<file path="config.mk">
export PLATFORM = sky130hd
export DESIGN_NAME = maxnet_update_unit_flat
export DESIGN_NICKNAME = d
export VERILOG_FILES = /design/src/rtl/maxnet_pkg.sv /design/src/rtl/maxnet_update_unit_if.sv /design/src/rtl/relu_sat32.sv /design/src/rtl/maxnet_update_unit.sv /design/src/flat_wrapper.sv
export SDC_FILE = /design/constraint.sdc
export NUM_CORES = 1
export LEC_CHECK = 0
export ABC_AREA = 1
export BUFFER_PORTS_ARGS = -buffer_cell sky130_fd_sc_hd__buf_2
export CAP_MARGIN = 15
export CORE_MARGIN = 5
export CORE_UTILIZATION = 25
export CTS_BUF_LIST = sky130_fd_sc_hd__clkbuf_8
export DETAILED_ROUTE_END_ITERATION = 8
export REMOVE_ABC_BUFFERS = 1
export SLEW_MARGIN = 40
export SYNTH_ARGS = -nofsm -noshare
export SYNTH_HDL_FRONTEND = slang
export SYNTH_HIERARCHICAL = 1
export SYNTH_SLANG_ARGS = --single-unit
</file>
<file path="constraint.sdc">
create_clock -name clk -period 16.5 [get_ports clk]
set_input_delay 1.65 -clock clk [delete_from_list [all_inputs] [get_ports clk]]
set_output_delay 1.65 -clock clk [all_outputs]
set_load 0.005 [all_outputs]
</file>
<file path="src/rtl/maxnet_pkg.sv">
// Shared constants and state encoding for the MaxNet neuron update unit.
//   N           number of neurons / activation registers
//   IDXW        activation index width (2**IDXW >= N)
//   FRAC        fractional bits of the Q16.16 activation format
//   EPS_DEFAULT default inhibition weight, unsigned Q16.16 (~0.2)
//   ACT_MAX     largest representable positive activation
package maxnet_pkg;

   localparam int unsigned N    = 4;
   localparam int unsigned IDXW = 2;
   localparam int unsigned FRAC = 16;

   localparam logic [31:0] EPS_DEFAULT = 32'h0000_3333;
   localparam logic [31:0] ACT_MAX     = 32'h7FFF_FFFF;

   localparam logic [1:0] ST_IDLE  = 2'd0;
   localparam logic [1:0] ST_ACC   = 2'd1;
   localparam logic [1:0] ST_SCALE = 2'd2;
   localparam logic [1:0] ST_OUT   = 2'd3;

   typedef enum logic [1:0] {
      IDLE  = ST_IDLE,
      ACC   = ST_ACC,
      SCALE = ST_SCALE,
      OUT   = ST_OUT
   } state_t;

endpackage

</file>
<file path="src/rtl/maxnet_update_unit_if.sv">
// Request / activation-read / result bundle of the MaxNet update unit.
//   start, selfIdx       update request and neuron index
//   actIdx, actIn        serial read port into the activation register file
//   newData, ldA, done   result and its load strobe
//   busy, othersZero     status
// slave is the update unit's view, master the surrounding datapath's view.
interface maxnet_update_unit_if;
   import maxnet_pkg::*;

   logic            start;
   logic [IDXW-1:0] selfIdx;
   logic [IDXW-1:0] actIdx;
   logic [31:0]     actIn;
   logic [31:0]     newData;
   logic            ldA;
   logic            done;
   logic            busy;
   logic            othersZero;

   modport slave (
      input  start, selfIdx, actIn,
      output actIdx, newData, ldA, done, busy, othersZero
   );

   modport master (
      output start, selfIdx, actIn,
      input  actIdx, newData, ldA, done, busy, othersZero
   );

endinterface

</file>
<file path="src/rtl/relu_sat32.sv">
// Combinational ReLU with saturation: clamps a wide signed value to [0, ACT_MAX].
//   din       signed input of width W
//   satOut_c  32-bit clamped result
module relu_sat32
   import maxnet_pkg::*;
#(
   parameter int unsigned W = 69
) (
   input  logic signed [W-1:0] din,
   output logic        [31:0]  satOut_c
);

   localparam logic signed [W-1:0] MAX_W = W'(ACT_MAX);

   always_comb begin
      satOut_c = din[31:0];
      if (din[W-1]) begin
         satOut_c = '0;
      end else if (din > MAX_W) begin
         satOut_c = ACT_MAX;
      end
   end

endmodule

</file>
<file path="src/rtl/maxnet_update_unit.sv">
// Update stage for one MaxNet neuron: serially reads all activations, computes
// relu_sat(a_self - EPS * sum(a_k, k != self)) and strobes it out with ldA.
//   clk, rst   clock, asynchronous active-high reset
//   bus        maxnet_update_unit_if.slave (request, activation read port, result, status)
module maxnet_update_unit
   import maxnet_pkg::*;
#(
   parameter logic [31:0] EPS = EPS_DEFAULT
) (
   input  logic                        clk,
   input  logic                        rst,
   maxnet_update_unit_if.slave         bus
);

   localparam int unsigned SUMW  = 32 + IDXW + 1;
   localparam int unsigned PRODW = SUMW + 33;
   localparam int unsigned DIFFW = PRODW + 1;

   localparam logic [IDXW-1:0] LAST_IDX = IDXW'(N - 1);

   state_t                  state;
   logic [IDXW-1:0]         selfIdxQ;
   logic signed [31:0]      aSelf;
   logic signed [SUMW-1:0]  sumOthers;
   logic                    zeroFlag;

   logic signed [PRODW-1:0] sumExt;
   logic signed [PRODW-1:0] epsExt;
   logic signed [PRODW-1:0] prod;
   logic signed [PRODW-1:0] scaled;
   logic signed [DIFFW-1:0] diff;
   logic [31:0]             satData_c;

   // Scaling and difference are evaluated during SCALE and captured on the edge into OUT.
   always_comb begin
      sumExt = PRODW'(sumOthers);
      epsExt = PRODW'(EPS);
      prod   = sumExt * epsExt;
      scaled = prod >>> FRAC;
      diff   = DIFFW'(aSelf) - DIFFW'(scaled);
   end

   relu_sat32 #(.W(DIFFW)) uSat (
      .din      (diff),
      .satOut_c (satData_c)
   );

   // Control FSM with registered outputs.
   always_ff @(posedge clk or posedge rst) begin
      if (rst) begin
         state          <= IDLE;
         selfIdxQ       <= '0;
         aSelf          <= '0;
         sumOthers      <= '0;
         zeroFlag       <= 1'b0;
         bus.actIdx     <= '0;
         bus.newData    <= '0;
         bus.ldA        <= 1'b0;
         bus.done       <= 1'b0;
         bus.busy       <= 1'b0;
         bus.othersZero <= 1'b0;
      end else begin
         bus.ldA  <= 1'b0;
         bus.done <= 1'b0;
         case (state)
            IDLE: begin
               bus.actIdx <= '0;
               if (bus.start) begin
                  selfIdxQ  <= bus.selfIdx;
                  aSelf     <= '0;
                  sumOthers <= '0;
                  zeroFlag  <= 1'b1;
                  bus.busy  <= 1'b1;
                  state     <= ACC;
               end
            end
            ACC: begin
               if (bus.actIdx == selfIdxQ) begin
                  aSelf <= $signed(bus.actIn);
               end else begin
                  sumOthers <= sumOthers + SUMW'($signed(bus.actIn));
                  if (bus.actIn != '0) begin
                     zeroFlag <= 1'b0;
                  end
               end
               if (bus.actIdx == LAST_IDX) begin
                  bus.actIdx <= '0;
                  state      <= SCALE;
               end else begin
                  bus.actIdx <= bus.actIdx + IDXW'(1);
               end
            end
            SCALE: begin
               bus.newData    <= satData_c;
               bus.ldA        <= 1'b1;
               bus.done       <= 1'b1;
               bus.othersZero <= zeroFlag;
               state          <= OUT;
            end
            OUT: begin
               bus.busy <= 1'b0;
               state    <= IDLE;
            end
            default: begin
               state <= IDLE;
            end
         endcase
      end
   end

endmodule

</file>
<file path="src/flat_wrapper.sv">
// flat-port wrapper written by rule: the top's interface ports become plain ports
module maxnet_update_unit_flat import maxnet_pkg::*;
#(
   parameter logic [31:0] EPS = EPS_DEFAULT
)
  (clk, rst, bus_start, bus_selfIdx, bus_actIn, bus_actIdx, bus_newData, bus_ldA, bus_done, bus_busy, bus_othersZero);
  maxnet_update_unit_if bus_i ();
  input  logic clk;
  input  logic rst;
  input wire logic [$bits(bus_i.start)-1:0] bus_start;
  input wire logic [$bits(bus_i.selfIdx)-1:0] bus_selfIdx;
  input wire logic [$bits(bus_i.actIn)-1:0] bus_actIn;
  output wire logic [$bits(bus_i.actIdx)-1:0] bus_actIdx;
  output wire logic [$bits(bus_i.newData)-1:0] bus_newData;
  output wire logic [$bits(bus_i.ldA)-1:0] bus_ldA;
  output wire logic [$bits(bus_i.done)-1:0] bus_done;
  output wire logic [$bits(bus_i.busy)-1:0] bus_busy;
  output wire logic [$bits(bus_i.othersZero)-1:0] bus_othersZero;
  assign bus_i.start = bus_start;
  assign bus_i.selfIdx = bus_selfIdx;
  assign bus_i.actIn = bus_actIn;
  assign bus_actIdx = bus_i.actIdx;
  assign bus_newData = bus_i.newData;
  assign bus_ldA = bus_i.ldA;
  assign bus_done = bus_i.done;
  assign bus_busy = bus_i.busy;
  assign bus_othersZero = bus_i.othersZero;
  maxnet_update_unit #(.EPS(EPS)) u_core (.clk(clk), .rst(rst), .bus(bus_i));
endmodule
</file>
### After elaboration in Yosys (flattened, before gate mapping)

Cells that the tools add are included.
W data, S select, Z words.

* register bits after elaboration: 109
* bits of input ports: 37
* output and inout port bits: 38

* add/subtract/negate cells: 3
* multipliers: 1
* magnitude comparators: 1
* equality and inequality tests: 10
* mux-type cells: 19
* reduce and logical (&&, ||, !) cells: 10

Operator list (count)
* $mux W32: 4
* $mux W35: 2
* $pmux W35 S2: 1
* $gt A69 B32 Y1 const B: 1
* $pmux W32 S2: 1
* $mul A35 B15 Y50 const B: 1
* $add A35 B32 Y35: 1
* $sub A32 B34 Y35: 1
* $reduce_bool A32 Y1: 1
* $pmux W2 S4: 1
* $eq A2 B2 Y1 const B: 3
* $mux W2: 3
* $ne A2 B1 Y1 const B: 3
* $reduce_and A2 Y1: 3
* $reduce_and A3 Y1: 2
* $mux W1: 4
* $ne A2 B2 Y1 const B: 2
* $pmux W1 S2: 2
* $pmux W2 S2: 1
* $reduce_and A4 Y1: 1
* $reduce_bool A2 Y1: 2
* $add A2 B1 Y2 const B: 1
* $eq A2 B1 Y1 const B: 1
* $eq A2 B2 Y1: 1
* $logic_not A2 Y1: 1

### Depth between registers and ports, before layout

Gate-level depths: netlist (run 1).

* word-level depth: 5
* gate-level depth with buffers: 43
* depth with buffers taken out: 42

### Hierarchy

Netlist (run 1), hierarchy kept.

By module, submodules not included
* maxnet_update_unit: times used 1, cells an instance 2586, area an instance 18676.7 um^2
* relu_sat32: times used 1, cells an instance 108, area an instance 505.5 um^2

### Worst setup path after synthesis (run 1)

Ideal clock, no wire load.

* kind: reg-to-reg
* start point: reg u_core.sumOthers[27]
* end point: reg u_core.bus.newData[27]
* library setup time: 0.125 ns
* arrival time: 7.309 ns
* required time: 16.375 ns
* path slack: 9.067 ns
* stages on the path, launching flop included: 36
* clock period less this slack: 7.433 ns
* path through: dfrtp_1 > ha_1 > inv_1 > fa_1 > inv_1 > fa_1 > inv_1 > fa_1 > inv_1 > fa_1 > inv_1 > fa_1 > inv_1 > ha_1 > a21oi_1 > o21ai_0 > a21oi_1 > nor2_1 > nor2_1 > nand3_1 > nand2_1 > nand2_1 > ha_1 > inv_1 > nor3_1 > nand2_1 > nor2_1 > nand4_1 > nand4_1 > nand2_1 > nor2_1 > nand2_1 > nor3_1 > buf_2 > a31oi_1 > mux2_2

* cells in the longest elaborated chain, start to end: 5

Ends and longest elaborated chain
* start: declaration: line maxnet_update_unit.sv:24 `logic signed [SUMW-1:0] sumOthers;`
* start signal: assignment: line maxnet_update_unit.sv:81 `sumOthers <= sumOthers + SUMW'($signed(bus.actIn));`
* $mul A35 B15 Y50 (*): line maxnet_update_unit.sv:38 `prod = sumExt * epsExt;`
* $sub A32 B34 Y35 (*): line maxnet_update_unit.sv:40 `diff = DIFFW'(aSelf) - DIFFW'(scaled);`
* via u_core.diff[34]: line maxnet_update_unit.sv:31 `logic signed [DIFFW-1:0] diff;`
* $gt A69 B32 Y1: line relu_sat32.sv:19 `end else if (din > MAX_W) begin`
* $mux W32: line relu_sat32.sv:19
* $mux W32 (*): line relu_sat32.sv:17 `if (din[W-1]) begin`
* via u_core.satData_c[27]: line maxnet_update_unit.sv:32 `logic [31:0] satData_c;`
* end signal: assignment: line maxnet_update_unit.sv:94 `bus.newData <= satData_c;`
* end: declaration: line maxnet_update_unit_if.sv:22 `output actIdx, newData, ldA, done, busy, othersZero`

The timed path passes the listed nets; every way through them passes the cells marked *.
A chain may end at the register's enable or synchronous reset.

### Final worst setup path (run 1)

* start point: reg u_core.sumOthers[23]
* end point: reg u_core.bus.newData[29]

Same word-level chain as after synthesis.

==> flow_results.xml, run 1 <==
<?xml version="1.0" encoding="UTF-8"?>
<metrics>
  <group name="final_layout">
    <metric name="drive_above_1_share" unit="%">5.185</metric>
    <metric name="finalNetCount" unit="">3208</metric>
    <metric name="syn_to_final_growth" unit="%">9.151</metric>
    <metric name="final_common_cell" unit="">nand2_1</metric>
    <metric name="final_cell_mix" unit="">nand2_1 (639), inv_1 (586), nor2_1 (236), ha_1 (220), fa_1 (197)</metric>
  </group>
  <group name="setup_path">
    <metric name="max_stage_delay" unit="ns">0.58</metric>
    <metric name="regToRegStartpoint" unit="">u_core/sumOthers[23]</metric>
    <metric name="setup.worst_path.end_class" unit="">flop</metric>
    <metric name="worst-r2r-setup-slack" unit="ns">7.74</metric>
    <metric name="number_of_buffers_and_inverters_on_the_critical_path" unit="">6</metric>
    <metric name="crit_required" unit="ns">16.85</metric>
    <metric name="timing.critical_path.fanout_max" unit="">66</metric>
    <metric name="setup.worst_path.start_class" unit="">flop</metric>
    <metric name="cp_top_family" unit="">adder cells</metric>
    <metric name="worst-endpoint-arrival" unit="ns">9.10</metric>
    <metric name="timing_worst_setup_path_type" unit="">flop to flop</metric>
    <metric name="worst_reg_to_reg_path_cell_count" unit="">35</metric>
    <metric name="crit-reg2reg-capture" unit="">u_core/bus.newData[29]</metric>
    <metric name="critPathSlowestCell" unit="">nor2_4</metric>
  </group>
  <group name="sta">
    <metric name="slew_headroom" unit="%">47.27</metric>
    <metric name="min_period" unit="ns">8.758</metric>
    <metric name="fmax" unit="MHz">114.2</metric>
    <metric name="final.period_utilization" unit="%">53.08</metric>
    <metric name="timing.final.hold_violations" unit="">0</metric>
    <metric name="fin_skew" unit="ns">0.02293</metric>
    <metric name="final.setup.tns" unit="ns">0</metric>
    <metric name="rsz0062_at_grt" unit="">no</metric>
    <metric name="final_max_slew_viol_count" unit="">0</metric>
    <metric name="max_slew.worst_pin.slew" unit="ns">0.7882</metric>
    <metric name="report.final.setup_viol" unit="">0</metric>
  </group>
  <group name="routing">
    <metric name="finalWirelength" unit="mm">61.25</metric>
    <metric name="vias" unit="">17190</metric>
    <metric name="wire_per_inst" unit="um">16.16</metric>
    <metric name="route.detailed.drc" unit="">0</metric>
    <metric name="iteration_0_drc_markers" unit="">1069</metric>
    <metric name="ant_nets" unit="">0</metric>
    <metric name="viasPerCell" unit="">4.538</metric>
    <metric name="first_pass_iters" unit="">6</metric>
  </group>
  <group name="floorplan">
    <metric name="core-area" unit="um2">76080</metric>
    <metric name="rows" unit="">101</metric>
    <metric name="die_h" unit="um">287</metric>
    <metric name="floorplan.die_area" unit="um2">82370</metric>
    <metric name="io_pins" unit="">75</metric>
    <metric name="initial_utilization" unit="%">25.21</metric>
    <metric name="die_width" unit="um">287</metric>
  </group>
  <group name="synth">
    <metric name="area_of_the_mapped_netlist" unit="um2">19180</metric>
    <metric name="leading_cell_types_by_total_area_after_synthesis" unit="">fa_1 (21%), ha_1 (14%), dfrtp_1 (14%), nand2_1 (13%), inv_1 (12%)</metric>
    <metric name="post-synth-top-area-fraction" unit="%">20.56</metric>
    <metric name="avgSynthCellArea" unit="um2">7.120</metric>
    <metric name="synth.largest_area_cell" unit="">fa_1</metric>
    <metric name="netlist_instances" unit="">2694</metric>
    <metric name="synth_sequential_area_ratio" unit="%">14.22</metric>
    <metric name="postSynthRegisterBits" unit="">109</metric>
    <metric name="synth_warnings" unit="">6</metric>
    <metric name="synthDistinctLibCells" unit="">41</metric>
  </group>
  <group name="global_routing">
    <metric name="global_route_wire_length_before_repair" unit="mm">95.86</metric>
    <metric name="grt_max_degree" unit="">67</metric>
    <metric name="via_count_of_the_first_global_routing_pass" unit="">17300</metric>
    <metric name="track_usage" unit="%">14.77</metric>
    <metric name="grt_antenna_before_repair" unit="">2</metric>
    <metric name="grt-ovfl-total" unit="">0</metric>
  </group>
  <group name="place">
    <metric name="numPortBuffers" unit="">74</metric>
    <metric name="globalplace.congestion" unit="">0.9902</metric>
    <metric name="hpwl" unit="mm">52.93</metric>
  </group>
  <group name="clocking">
    <metric name="worstSkewPairLatency" unit="ns">0.46</metric>
    <metric name="postCtsSetupBuffers" unit="">0</metric>
    <metric name="cts-root-buf" unit="">clkbuf_8</metric>
    <metric name="cts.sinks" unit="">109</metric>
    <metric name="clk_pin_slew" unit="ns">0.12</metric>
    <metric name="ctsLongestPathBuffers" unit="">2</metric>
    <metric name="cts_tree" unit="">yes</metric>
    <metric name="clock_tree.htree_level_count" unit="">3</metric>
    <metric name="numCtsBuffers" unit="">9</metric>
    <metric name="hold_buffers" unit="">0</metric>
    <metric name="post_cts_resized" unit="">0</metric>
  </group>
  <group name="min_path">
    <metric name="min_path_type" unit="">flop to flop</metric>
    <metric name="holdPathStages" unit="">2</metric>
    <metric name="destination_of_the_worst_hold_path" unit="">u_core/zeroFlag</metric>
    <metric name="startpoint_of_the_most_critical_hold_path" unit="">u_core/zeroFlag</metric>
  </group>
  <group name="run_status">
    <metric name="run_status" unit="">completed</metric>
  </group>
  <group name="job">
    <metric name="cap_viol_max_count" unit="">0</metric>
  </group>
</metrics>
[worst register-to-register path, delay by kind of cell, from the launching register on]
kind                     cells  cell delay, ns
buffers and inverters        6            0.62
adder cells (fa/ha/maj)      8            3.84
AND/OR/NAND/NOR             16            2.36
AO/OA/AOI/OAI                4            1.00
multiplexers                 1            0.30
flip-flops                   1            0.51
[flip-flops by register name, summed over array words and instances, names as in the netlist]
register and flops:
u_core/sumOthers 35, u_core/aSelf 32, u_core/bus.newData 32, u_core/bus.actIdx 2
u_core/selfIdxQ 2, u_core/state 2, u_core/bus.busy 1, u_core/bus.done 1
u_core/bus.othersZero 1, u_core/zeroFlag 1
[worst max path at each step]
stage / start / endpoint / slack (ns) / cells after the start
after CTS: u_core/sumOthers[23] / u_core/bus.newData[12] / 7.77 / 35
final: u_core/sumOthers[23] / u_core/bus.newData[29] / 7.74 / 35
after global placement: u_core/sumOthers[23] / u_core/bus.newData[0] / 7.48 / 35
after global routing: u_core/sumOthers[27] / u_core/bus.newData[12] / 6.98 / 39
after detailed placement: u_core/sumOthers[23] / u_core/bus.newData[29] / 7.79 / 35
after floorplan: u_core/sumOthers[27] / u_core/bus.newData[0] / 7.43 / 32
[synthesized netlist by cell type]
master,count
nand3_1,131
a31oi_1,31
nor4_1,10
or2_0,1
o21a_1,7
a21boi_1,1
nand2_1,640
buf_6,3
dfrtp_1,109
o21ai_1,6
nor2_2,1
nor2_1,236
nor3_4,1
a21o_1,11
mux2i_1,1
nand2_2,1
clkbuf_2,2
inv_1,588
o211ai_1,2
xor2_1,40
nand2b_1,1
o21ai_0,129
nand3b_1,13
a21boi_0,3
conb_1,1
nor3_1,13
a21oi_1,153
clkbuf_1,9
buf_2,10
o31ai_1,2
a22o_1,3
o22ai_1,1
fa_1,197
o21bai_1,13
or2_2,5
buf_4,5
xnor2_1,25
buf_1,3
ha_1,221
nand4_1,31
mux2_2,34
[logic make-up after synthesis]
family                     after synthesis  share of synthesized area, %
other                                    1                       0.01955
and+or+nand+nor                       1084                         23.12
AOI/OAI and AO/OA                      362                         10.22
buffers and inverters                  620                         12.43
adders and majority gates              418                         34.97
xor gates and xnor gates                65                         2.968
muxes                                   35                         2.048
DFF                                    109                         14.22
[per-stage QoR]
stage / instances / utilization, % / worst slack, ns / hold WS [ns] / cell area [um2]
after floorplan: 2662 / - / 7.432 / 0.4476 / 19010
after global placement: 3772 / 27.24 / 7.479 / 0.4685 / 20720
after detailed placement: 3772 / 27.26 / 7.788 / 0.4747 / 20740
after CTS: 3788 / 27.52 / 7.765 / 0.5029 / 20940
after global routing: 3789 / 27.52 / 6.976 / 0.5368 / 20940
final: 3789 / 27.52 / 7.742 / 0.4931 / 20940
[per-layer routing]
layer | GRT usage (%) | up-vias | share of wire, %
li1 | - | 8545 | -
met1 | 20.09 | 8108 | 46
met2 | 24.23 | 461 | 46
met3 | 2.839 | 80 | 5.9
met4 | 3.715 | 0 | 2.2
met5 | 0 | - | 0
[area by class of cell]
cell class / count / area (um2)
fill: 8530 / 55140
multi-input combinational: 1965 / 14100
sequential: 109 / 2728
inverter: 588 / 2210
tap: 1030 / 1289
timing repair buffer: 80 / 419.2
clock buffer: 11 / 151.4
clock inverter: 5 / 42.54
antenna: 1 / 2.502
Power of run 1 is not shown: default switching activity piles up to over one toggle a cycle in this logic, so the estimate is an artifact.
==> run 2: changes to the inputs <==
==> constraint.sdc (replaced) <==
create_clock -name clk -period 8.93 [get_ports clk]
set_input_delay 0.893 -clock clk [delete_from_list [all_inputs] [get_ports clk]]
set_output_delay 0.893 -clock clk [all_outputs]
set_load 0.005 [all_outputs]
==> run 2 against run 1 <==
  * Cell count is the same
  * Fmax rose by 4.6%
  * Via count fell by 0.44%
  * Count of clock-buffer cells in the layout is 1 lower
  * Worst hold slack improved by 0.0093 ns
  * Core utilization is essentially flat
  * Global-route usage fell by 0.10 points
  * Critical path depth grew 1
  * Cell area about the same
==> flow_results.xml, run 2 (synthesis results as in run 1) <==
<?xml version="1.0" encoding="UTF-8"?>
<metrics>
  <group name="run_status">
    <metric name="run_status" unit="">completed</metric>
  </group>
  <group name="routing">
    <metric name="wire_per_inst" unit="um">16.09</metric>
    <metric name="ant_nets" unit="">0</metric>
    <metric name="route.detailed.drc" unit="">0</metric>
    <metric name="first_pass_iters" unit="">5</metric>
    <metric name="viasPerCell" unit="">4.518</metric>
    <metric name="vias" unit="">17120</metric>
    <metric name="finalWirelength" unit="mm">60.95</metric>
    <metric name="iteration_0_drc_markers" unit="">1051</metric>
  </group>
  <group name="clocking">
    <metric name="cts-root-buf" unit="">clkbuf_8</metric>
    <metric name="worstSkewPairLatency" unit="ns">0.48</metric>
    <metric name="ctsLongestPathBuffers" unit="">2</metric>
    <metric name="clk_pin_slew" unit="ns">0.12</metric>
    <metric name="cts_tree" unit="">yes</metric>
    <metric name="clock_tree.htree_level_count" unit="">3</metric>
    <metric name="hold_buffers" unit="">0</metric>
    <metric name="numCtsBuffers" unit="">9</metric>
    <metric name="cts.sinks" unit="">109</metric>
  </group>
  <group name="setup_path">
    <metric name="number_of_buffers_and_inverters_on_the_critical_path" unit="">9</metric>
    <metric name="crit_required" unit="ns">9.28</metric>
    <metric name="worst_path_most_repeated_cell" unit="">inv_1</metric>
    <metric name="crit-reg2reg-capture" unit="">u_core/bus.newData[2]</metric>
    <metric name="timing.critical_path.fanout_max" unit="">34</metric>
    <metric name="cp_top_family" unit="">adder cells</metric>
    <metric name="regToRegStartpoint" unit="">u_core/sumOthers[28]</metric>
    <metric name="path_depth" unit="">36</metric>
    <metric name="worst-endpoint-arrival" unit="ns">8.73</metric>
    <metric name="critPathSlowestCell" unit="">fa_1</metric>
    <metric name="setup.worst_path.start_class" unit="">flop</metric>
    <metric name="worst_reg_to_reg_path_cell_count" unit="">36</metric>
    <metric name="max_stage_delay" unit="ns">0.54</metric>
    <metric name="setup.worst_path.end_class" unit="">flop</metric>
    <metric name="timing_worst_setup_path_type" unit="">flop to flop</metric>
    <metric name="worst-r2r-setup-slack" unit="ns">0.56</metric>
  </group>
  <group name="final_layout">
    <metric name="drive_above_1_share" unit="%">5.219</metric>
    <metric name="biggestRegsByFlops" unit="">u_core/sumOthers: 35 flops, u_core/aSelf: 32 flops, u_core/bus.newData: 32 flops</metric>
    <metric name="syn_to_final_growth" unit="%">9.165</metric>
    <metric name="largest_register_ffs" unit="">35</metric>
    <metric name="final_common_cell" unit="">nand2_1</metric>
    <metric name="num_antenna_cells" unit="">0</metric>
    <metric name="final_cell_mix" unit="">nand2_1 (639), inv_1 (586), nor2_1 (236), ha_1 (220), fa_1 (197)</metric>
    <metric name="finalNetCount" unit="">3210</metric>
    <metric name="largest-register" unit="">u_core/sumOthers</metric>
  </group>
  <group name="job">
    <metric name="cap_viol_max_count" unit="">0</metric>
  </group>
  <group name="floorplan">
    <metric name="die_h" unit="um">287</metric>
    <metric name="initial_utilization" unit="%">25.21</metric>
    <metric name="core-area" unit="um2">76080</metric>
    <metric name="io_pins" unit="">75</metric>
    <metric name="rows" unit="">101</metric>
    <metric name="die_width" unit="um">287</metric>
    <metric name="floorplan.die_area" unit="um2">82370</metric>
  </group>
  <group name="min_path">
    <metric name="min_path_type" unit="">input pin to async pin</metric>
  </group>
  <group name="sta">
    <metric name="final.period_utilization" unit="%">93.76</metric>
    <metric name="min_period" unit="ns">8.372</metric>
    <metric name="rsz0062_at_grt" unit="">no</metric>
    <metric name="tightest_hold_margin" unit="ns">0.5024</metric>
    <metric name="fmax" unit="MHz">119.4</metric>
    <metric name="timing.final.hold_violations" unit="">0</metric>
    <metric name="slew_headroom" unit="%">48.54</metric>
    <metric name="fin_skew" unit="ns">0.02740</metric>
    <metric name="final_max_slew_viol_count" unit="">0</metric>
    <metric name="max_slew.worst_pin.slew" unit="ns">0.7691</metric>
    <metric name="report.final.setup_viol" unit="">0</metric>
  </group>
  <group name="global_routing">
    <metric name="grt_antenna_before_repair" unit="">1</metric>
    <metric name="grt-ovfl-total" unit="">0</metric>
    <metric name="via_count_of_the_first_global_routing_pass" unit="">17270</metric>
    <metric name="track_usage" unit="%">14.67</metric>
    <metric name="global_route_wire_length_before_repair" unit="mm">94.90</metric>
    <metric name="grt_max_degree" unit="">65</metric>
  </group>
  <group name="place">
    <metric name="numPortBuffers" unit="">74</metric>
    <metric name="globalplace.congestion" unit="">0.9621</metric>
    <metric name="hpwl" unit="mm">52.98</metric>
  </group>
</metrics>
[run 2: changes by cell type in the layout (fill, tap and decap cells not counted), sizes merged]
cell,change
clkinv,+1
diode,-1
clkbuf,-1
clkinvlp,-1
buf,+2
[run 2: how the worst max path moves through the flow]
stage / end / slack, ns / from
final: u_core/bus.newData[2] / 0.56 / u_core/sumOthers[28]
after global routing: u_core/bus.newData[0] / 0.003 / u_core/sumOthers[28]
after CTS: u_core/bus.newData[19] / 0.44 / u_core/sumOthers[28]
after detailed placement: u_core/bus.newData[19] / 0.50 / u_core/sumOthers[28]
after global placement: u_core/bus.newData[1] / 0.55 / u_core/sumOthers[28]
after floorplan: u_core/bus.newData[0] / -0.14 / u_core/sumOthers[27]
[run 2: per-layer routing]
| layer | up-vias | global-route usage (%) | wire, um | part of all wire (%) |
|---|---|---|---|---|
| li1 | 8553 | - | - | - |
| met1 | 8086 | 20.23 | 28470 | 47 |
| met2 | 411 | 24.11 | 27910 | 46 |
| met3 | 69 | 2.284 | 3172 | 5.2 |
| met4 | 0 | 3.751 | 1399 | 2.3 |
| met5 | - | 0 | 0 | 0 |
[run 2: final cells by class]
class                           instances  area [um2]
Fill cell                            8515       55140
Multi-Input combinational cell       1965       14100
Tap cell                             1030        1289
Timing Repair Buffer                   82       434.2
Clock inverter                          5       46.29
Clock buffer                           10       137.6
Inverter                              588        2210
Sequential cell                       109        2728
[run 2: timing repair]
action | CTS | global route
resized for setup | 0 | 1
buffers inserted | 0 | 0
endpoints found under the setup margin | 0 | 31
[run 2: per-stage QoR]
stage	utilization [%]	worst slack, ns	TNS (ns)	std cells	instance area (um2)
2_1_floorplan	-	-0.1376	-4.266	2662	19010
3_3_place_gp	27.26	0.5484	0	3774	20740
3_5_place_dp	27.28	0.4997	0	3774	20750
4_1_cts	27.52	0.4423	0	3789	20940
5_1_grt	27.53	0.003483	0	3789	20940
6_report	27.53	0.5576	0	3789	20940
Power of run 2 is left out for the same reason.
==> run 3: changes to the inputs <==
--- a/config.mk
+++ b/config.mk
@@ -10,7 +10,6 @@
 export CAP_MARGIN = 15
 export CORE_MARGIN = 5
 export CORE_UTILIZATION = 25
-export CTS_BUF_LIST = sky130_fd_sc_hd__clkbuf_8
 export DETAILED_ROUTE_END_ITERATION = 8
 export REMOVE_ABC_BUFFERS = 1
 export SLEW_MARGIN = 40
==> run 3 against run 2 <==
  * Critical path depth unchanged
  * First-iteration DRC count fell by 1.8%
  * Count of clock-buffer cells in the layout did not move
  * Core utilization grew 0.13 points
  * Via count down 0.18%
  * Global-route usage about the same
  * Worst hold slack got worse by 0.0078 ns
  * Cell count did not move
  * Sequential cell count did not move
==> flow_results.xml, run 3 (synthesis results as in run 1) <==
<?xml version="1.0" encoding="UTF-8"?>
<metrics>
  <group name="run_status">
    <metric name="run_status" unit="">completed</metric>
  </group>
  <group name="final_layout">
    <metric name="layout.area.seq" unit="um2">2728</metric>
    <metric name="final_cell_mix" unit="">nand2_1 (639), inv_1 (586), nor2_1 (236), ha_1 (220), fa_1 (197)</metric>
    <metric name="num_antenna_cells" unit="">0</metric>
    <metric name="syn_to_final_growth" unit="%">9.693</metric>
    <metric name="finalNetCount" unit="">3210</metric>
    <metric name="largest_register_ffs" unit="">35</metric>
    <metric name="fill_cells" unit="">8502</metric>
    <metric name="finalCoreUtilization" unit="%">27.66</metric>
    <metric name="largest-register" unit="">u_core/sumOthers</metric>
    <metric name="drive_above_1_share" unit="%">5.219</metric>
    <metric name="final_common_cell" unit="">nand2_1</metric>
    <metric name="multi_input_area" unit="um2">14100</metric>
    <metric name="biggestRegsByFlops" unit="">u_core/sumOthers: 35 flops, u_core/aSelf: 32 flops, u_core/bus.newData: 32 flops</metric>
  </group>
  <group name="sta">
    <metric name="final_max_slew_viol_count" unit="">0</metric>
    <metric name="timing.final.hold_violations" unit="">0</metric>
    <metric name="max_slew.worst_pin.slew" unit="ns">0.7698</metric>
    <metric name="report.final.setup_viol" unit="">0</metric>
    <metric name="fin_skew" unit="ns">0.01941</metric>
    <metric name="rsz0062_at_grt" unit="">no</metric>
    <metric name="min_period" unit="ns">8.363</metric>
    <metric name="tightest_hold_margin" unit="ns">0.4946</metric>
    <metric name="final.period_utilization" unit="%">93.65</metric>
    <metric name="fmax" unit="MHz">119.6</metric>
    <metric name="slew_headroom" unit="%">48.50</metric>
  </group>
  <group name="place">
    <metric name="numPortBuffers" unit="">74</metric>
    <metric name="hpwl" unit="mm">52.98</metric>
    <metric name="globalplace.congestion" unit="">0.9621</metric>
  </group>
  <group name="setup_path">
    <metric name="timing_worst_setup_path_type" unit="">flop to flop</metric>
    <metric name="timing.critical_path.fanout_max" unit="">34</metric>
    <metric name="worst-endpoint-arrival" unit="ns">8.65</metric>
    <metric name="worst_path_most_repeated_cell" unit="">inv_1</metric>
    <metric name="critPathSlowestCell" unit="">fa_1</metric>
    <metric name="max_stage_delay" unit="ns">0.54</metric>
    <metric name="crit_required" unit="ns">9.22</metric>
    <metric name="setup.worst_path.start_class" unit="">flop</metric>
    <metric name="setup.worst_path.end_class" unit="">flop</metric>
  </group>
  <group name="global_routing">
    <metric name="grt_max_degree" unit="">65</metric>
    <metric name="grt-ovfl-total" unit="">0</metric>
    <metric name="grt_antenna_before_repair" unit="">1</metric>
    <metric name="via_count_of_the_first_global_routing_pass" unit="">17270</metric>
    <metric name="global_route_wire_length_before_repair" unit="mm">94.95</metric>
    <metric name="track_usage" unit="%">14.69</metric>
  </group>
  <group name="clocking">
    <metric name="worstSkewPairLatency" unit="ns">0.41</metric>
    <metric name="ctsLongestPathBuffers" unit="">2</metric>
    <metric name="numCtsBuffers" unit="">9</metric>
    <metric name="cts-root-buf" unit="">clkbuf_16</metric>
    <metric name="cts.sinks" unit="">109</metric>
    <metric name="postCtsSetupBuffers" unit="">0</metric>
    <metric name="clk_pin_slew" unit="ns">0.09</metric>
    <metric name="clock_tree.htree_level_count" unit="">3</metric>
    <metric name="cts_tree" unit="">yes</metric>
  </group>
  <group name="floorplan">
    <metric name="rows" unit="">101</metric>
    <metric name="io_pins" unit="">75</metric>
    <metric name="core-area" unit="um2">76080</metric>
    <metric name="die_width" unit="um">287</metric>
    <metric name="floorplan.die_area" unit="um2">82370</metric>
    <metric name="die_h" unit="um">287</metric>
    <metric name="initial_utilization" unit="%">25.21</metric>
  </group>
  <group name="routing">
    <metric name="ant_nets" unit="">0</metric>
    <metric name="route.detailed.drc" unit="">0</metric>
    <metric name="finalWirelength" unit="mm">61.02</metric>
    <metric name="viasPerCell" unit="">4.510</metric>
    <metric name="first_pass_iters" unit="">5</metric>
    <metric name="wire_per_inst" unit="um">16.10</metric>
    <metric name="vias" unit="">17090</metric>
    <metric name="iteration_0_drc_markers" unit="">1032</metric>
  </group>
  <group name="job">
    <metric name="cap_viol_max_count" unit="">0</metric>
  </group>
  <group name="min_path">
    <metric name="min_path_type" unit="">flop to flop</metric>
  </group>
</metrics>
==> run 3: path summary, 6_finish.rpt <==
path	startpoint	end	slack [ns]	depth (start not counted)
setup / recovery	u_core/sumOthers[28]	u_core/bus.newData[2]	0.57	36
hold / removal	u_core/zeroFlag	u_core/zeroFlag	0.49	2
setup reg to reg	u_core/sumOthers[28]	u_core/bus.newData[2]	0.57	36
hold reg to reg	u_core/zeroFlag	u_core/zeroFlag	0.49	2
max in group asynchronous	rst	u_core/bus.busy	7.28	3
min in group asynchronous	rst	u_core/bus.newData[31]	0.57	2
==> run 3: worst max-delay path: cells and delay by family, from the launching register on <==
| kind | cells | cell delay [ns] |
|---|---|---|
| AOI/OAI and AO/OA | 3 | 0.58 |
| and+or+nand+nor | 15 | 2.05 |
| buffers and inverters | 9 | 1.07 |
| DFF | 1 | 0.51 |
| muxes | 1 | 0.28 |
| adders and majority gates | 8 | 3.72 |
==> run 3: layout make-up <==
type	instances	area share, %
multi-input combinational	1965	66.99
sequential	109	12.96
inverter	588	10.50
tap	1030	6.125
timing repair buffer	82	2.063
clock buffer	10	1.136
clock inverter	5	0.2200
==> run 3: layer usage <==
layer	GRT usage [%]	up-vias	part of all wire, %
li1	-	8540	-
met1	20.22	8068	47
met2	24.14	414	46
met3	2.308	67	5.0
met4	3.763	0	2.3
met5	0	-	0
==> run 3: stage by stage <==
step | setup TNS [ns] | setup slack [ns] | cell area, um2 | instances
finish | 0 | 0.5673 | 21040 | 3789
global route | 0 | 0.01326 | 21040 | 3789
CTS | 0 | 0.4508 | 21040 | 3789
detailed placement | 0 | 0.4997 | 20750 | 3774
global placement | 0 | 0.5484 | 20740 | 3774
floorplan | -4.266 | -0.1376 | 19010 | 2662
==> run 3: what timing repair did <==
action / CTS / global route
gates resized for setup: 0 / 1
setup endpoints to repair: 0 / 31
hold buffers: 0 / 0
Power of run 3 is left out for the same reason.
